File: config.mk
export PLATFORM = sky130hd
export DESIGN_NAME = dadda_div16x8
export DESIGN_NICKNAME = d
export VERILOG_FILES = /design/src/rtl/dadda_div16x8.sv
export SDC_FILE = /design/constraint.sdc
export NUM_CORES = 1
export LEC_CHECK = 0
export ABC_AREA = 1
export CORE_MARGIN = 3
export CORE_UTILIZATION = 30
export DETAILED_ROUTE_END_ITERATION = 7
export PLACE_DENSITY_LB_ADDON = 0.05
export SLEW_MARGIN = 5
export SYNTH_ARGS = -nofsm -noshare
export SYNTH_HDL_FRONTEND = slang
export SYNTH_SLANG_ARGS = --single-unit
File: constraint.sdc
create_clock -name clk -period 3.45 [get_ports clk]
set_input_delay 0.69 -clock clk [delete_from_list [all_inputs] [get_ports clk]]
set_output_delay 0.69 -clock clk [all_outputs]
set_load 0.005 [all_outputs]
File: src/rtl/dadda_div16x8.sv
// Iterative restoring divider: 2*WIDTH-bit dividend by WIDTH-bit divisor, one quotient bit per cycle.
// Divide-by-zero and quotient-overflow are resolved at acceptance without iterating.
module dadda_div16x8 #(
  parameter int WIDTH = 8
) (
  input  logic               clk,
  input  logic               rst,
  input  logic               in_valid,
  output logic               in_ready,
  input  logic [2*WIDTH-1:0] dividend,
  input  logic [WIDTH-1:0]   divisor,
  output logic               out_valid,
  input  logic               out_ready,
  output logic [WIDTH-1:0]   quotient,
  output logic [WIDTH-1:0]   remainder,
  output logic               div_zero,
  output logic               overflow
);

  localparam int CNT_W = $clog2(WIDTH + 1);

  typedef enum logic [1:0] {IDLE, CALC, DONE} state_t;

  state_t             state;
  logic [WIDTH:0]     part_rem;
  logic [WIDTH-1:0]   shreg;
  logic [WIDTH-1:0]   div_reg;
  logic [CNT_W-1:0]   count;

  logic [WIDTH:0]     trial;
  logic [WIDTH:0]     trial_diff;
  logic [WIDTH:0]     rem_next;
  logic               trial_ge;
  logic [WIDTH-1:0]   shreg_next;

  // Shift the next dividend bit into the partial remainder and try a subtract.
  // R stays below the divisor, so its top bit is zero; folding it in keeps the compare total.
  assign trial      = {part_rem[WIDTH-1:0], shreg[WIDTH-1]};
  assign trial_ge   = part_rem[WIDTH] | (trial >= {1'b0, div_reg});
  assign trial_diff = trial - {1'b0, div_reg};
  assign rem_next   = trial_ge ? trial_diff : trial;
  // Dividend bits leave at the top while quotient bits enter at the bottom.
  assign shreg_next = {shreg[WIDTH-2:0], trial_ge};

  always_ff @(posedge clk) begin
    if (rst) begin
      state     <= IDLE;
      in_ready  <= 1'b1;
      out_valid <= 1'b0;
      quotient  <= '0;
      remainder <= '0;
      div_zero  <= 1'b0;
      overflow  <= 1'b0;
      part_rem  <= '0;
      shreg     <= '0;
      div_reg   <= '0;
      count     <= '0;
    end else begin
      case (state)
        IDLE: begin
          if (in_valid) begin
            in_ready <= 1'b0;
            div_reg  <= divisor;
            if (divisor == '0) begin
              state     <= DONE;
              out_valid <= 1'b1;
              div_zero  <= 1'b1;
              overflow  <= 1'b0;
              quotient  <= '1;
              remainder <= dividend[WIDTH-1:0];
            end else if (dividend[2*WIDTH-1:WIDTH] >= divisor) begin
              state     <= DONE;
              out_valid <= 1'b1;
              div_zero  <= 1'b0;
              overflow  <= 1'b1;
              quotient  <= '1;
              remainder <= dividend[WIDTH-1:0];
            end else begin
              state    <= CALC;
              div_zero <= 1'b0;
              overflow <= 1'b0;
              part_rem <= {1'b0, dividend[2*WIDTH-1:WIDTH]};
              shreg    <= dividend[WIDTH-1:0];
              count    <= CNT_W'(WIDTH);
            end
          end
        end
        CALC: begin
          part_rem <= rem_next;
          shreg    <= shreg_next;
          count    <= count - CNT_W'(1);
          if (count == CNT_W'(1)) begin
            state     <= DONE;
            out_valid <= 1'b1;
            quotient  <= shreg_next;
            remainder <= rem_next[WIDTH-1:0];
          end
        end
        DONE: begin
          if (out_ready) begin
            state     <= IDLE;
            out_valid <= 1'b0;
            in_ready  <= 1'b1;
          end
        end
        default: state <= IDLE;
      endcase
    end
  end

endmodule

==> impl_metrics.json <==
{
  "htree_levels": 2,
  "slowest_stage": "clkdlybuf4s50_1",
  "finClkSkew_ns": 0.00919,
  "routed_wl_mm": 8.44,
  "io-pin-count": 48,
  "yosys-mux-area-fraction_pct": 0,
  "reg2reg_depth": 9,
  "syn_area_sq_um": 3010,
  "ctsResizeCount": 0,
  "rows": 35,
  "ant_nets": 0,
  "hold_viol_final": 0,
  "status": "finished clean",
  "cts_hold_buf": 0,
  "clk_latency_ns": 0.31,
  "crit_buf_inv": 3,
  "critical_path_cell_count": 11,
  "clock-root-buffer": "clkbuf_8",
  "synth-compound-area-share_pct": 11.5,
  "grt_pass1_vias": 2799,
  "hold_class": "flip-flop to flip-flop",
  "max_freq_mhz": 388,
  "largest_register_ffs": 9,
  "core_area_sq_um": 9500,
  "multi_input_area_sq_um": 1650,
  "synth_top_family_by_area": "simple AND/OR/NAND/NOR gates",
  "initial_core_util_pct": 31.7,
  "arrival_ns": 2.82,
  "grt_remaining_overflow": 0,
  "filler_cell_count": 1077,
  "powerDensity_nw_per_um2": 618,
  "cts_buffers": 5,
  "cp-start-kind": "primary input",
  "dieArea_sq_um": 11300,
  "grt_pass1_wl_mm": 14.2,
  "synth_xor_area_share_pct": 0.874,
  "gp_congestion": 0.813,
  "grt_max_degree": 33,
  "worstSetupPathType": "primary input to flip-flop",
  "post-place-ws_ns": 0.544,
  "syn_to_final_growth_pct": 23.7,
  "grt_usage_pct": 15.6,
  "synth_cell_types": 35,
  "synth_area_per_cell_sq_um": 6.47,
  "path_cells": "clkdlybuf4s50_1 -> inv_1 -> ha_1 -> a21oi_1 -> o21a_1 -> nand3_1 -> nand2_1 -> nand2_2 -> inv_2 -> nand2_1 -> a21oi_1",
  "drt_first_pass_iters": 4,
  "critPathMaxStageDelay_ns": 0.49,
  "synthAdderAreaFrac_pct": 8.15,
  "slew_headroom_pct": 58.0,
  "rsz0062_at_grt": "no",
  "via_count": 2893,
  "cp_max_fo": 22,
  "synth_seq_cells": 51,
  "cp_top_family": "buffers and inverters",
  "worstPathRequired_ns": 3.69,
  "cts.sinks": 51,
  "seq_area_frac_synth_pct": 33.9,
  "drv_slew": 0,
  "endpoint_kind": "flip-flop",
  "die_y_um": 106,
  "yosys.area_share.simple_pct": 34.4,
  "setup_slack_ns": 0.871,
  "synth_fp_nets": 512,
  "num-nets-final": 555,
  "p_leak_uw": 0.00186,
  "post-cts-setup-buffers": 0,
  "seq_area_sq_um": 1020,
  "dp_hpwl_mm": 6.46,
  "fin_crit_sh_pct": 74.7,
  "via_per_inst": 4.53,
  "yosysWarnings": 0,
  "clk_pin_slew_ns": 0.10,
  "min_period_ns": 2.58,
  "drv_cap": 0,
  "io_buffers": 47,
  "cts_tree": "built",
  "regMostFlops": "part_rem",
  "n_antenna_cell": 0,
  "antenna_found_initial": 0,
  "cts.path.max_buffers": 2,
  "drt_drc_violations_left": 0,
  "routedWlPerCell_um": 13.2,
  "drive_gt1_share_pct": 5.50,
  "setup_viol": 0,
  "tightest_slew_ns": 0.629,
  "peakVddDrop_mv": 0.190,
  "holdPathStages": 2,
  "synthCells": 465,
  "setup-tns-final_ns": 0,
  "first_iter_violations": 147,
  "die_w_um": 106
}
[worst paths after layout]
| check | start | endpoint | slack (ns) |
|---|---|---|---|
| setup / recovery | divisor[5] | count[3] | 0.87 |
| hold / removal | in_ready | in_ready | 0.47 |
| setup reg to reg | part_rem[3] | quotient[0] | 1.28 |
| hold reg to reg | in_ready | in_ready | 0.47 |
[Yosys cell counts]
cell type,instances,share of area (%)
nand2_1,128,16
nor2_1,64,8.0
dfxtp_1,51,34
o21bai_1,2,0.50
nor2_4,1,0.37
or2_1,2,0.42
nand3b_1,1,0.25
inv_1,65,8.1
nand2_4,1,0.37
fa_1,1,0.67
o21a_1,2,0.50
buf_4,3,0.75
a21o_1,1,0.25
nand4_1,4,0.83
nor3_2,3,1.0
buf_2,1,0.17
a21oi_1,21,3.5
nand2_2,3,0.62
a21oi_2,1,0.29
o21ai_0,27,4.5
a21boi_0,1,0.25
inv_2,4,0.50
ha_1,18,7.5
xor2_1,1,0.29
clkbuf_1,4,0.50
buf_6,1,0.37
a21oi_4,1,0.54
nor2_2,1,0.21
nand3_1,34,5.7
xnor2_1,2,0.58
nor3_1,2,0.33
or2_2,2,0.42
buf_1,4,0.50
o21ai_1,7,1.2
inv_4,1,0.21
[kinds of logic after synthesis]
kind of cell | count (synthesis)
AOI/OAI and AO/OA | 63
DFF | 51
xor gates and xnor gates | 3
adders and majority gates | 19
buffers and inverters | 83
and+or+nand+nor | 246
[where the power goes]
group          internal (uW)  total (uW)  switching (uW)  leakage, uW
Sequential               711         787            76.1     0.000421
Clock                    239         459             220    0.0000618
Combinational            416        1050             638      0.00138
Total                   1370        2300             934      0.00186
[per-stage QoR]
stage	util, %	area [sq um]	power (uW)	hold slack, ns	std cells
global placement	37.9	3600	1860	0.448	630
CTS	39.1	3720	2330	0.479	638
detailed placement	37.9	3600	1860	0.452	630
floorplan	-	3010	1520	0.433	465
global route	39.1	3720	2520	0.501	638
finish	39.1	3720	2300	0.471	638
[worst register-to-register path, delay by kind of cell, from the launching register on]
kind / cells / cell delay, ns
and+or+nand+nor: 5 / 0.52
DFF: 1 / 0.36
AOI/OAI and AO/OA: 2 / 0.72
adders and majority gates: 1 / 0.37
buffers and inverters: 1 / 0.09
[cell type report]
cell class	count	area share, %
repair buffers	49	13.4
well taps	129	4.34
flip-flops and latches	51	27.4
multi-input cells	331	44.4
inverters	70	7.13
clock inverters	2	1.04
clock buffers	6	2.22
[routing by layer]
metal | wire [um] | global-route usage (%)
met4 | 55 | 3.05
met3 | 257 | 2.67
met2 | 3770 | 24.4
met5 | 0 | 0
met1 | 4360 | 22.6
[placed cells by master, fill, tap and decap left out, drive strengths merged, types with 2 or more instances in the layout]
master / count
clkdlybuf4s50: 47
or2: 4
o21ai: 34
nor3: 5
nand2: 132
nor2: 66
dfxtp: 51
o21bai: 2
ha: 18
nand3: 34
o21a: 2
clkbuf: 6
nand4: 4
inv: 71
xnor2: 2
buf: 2
a21oi: 23
(Power assumes the default switching activity.)
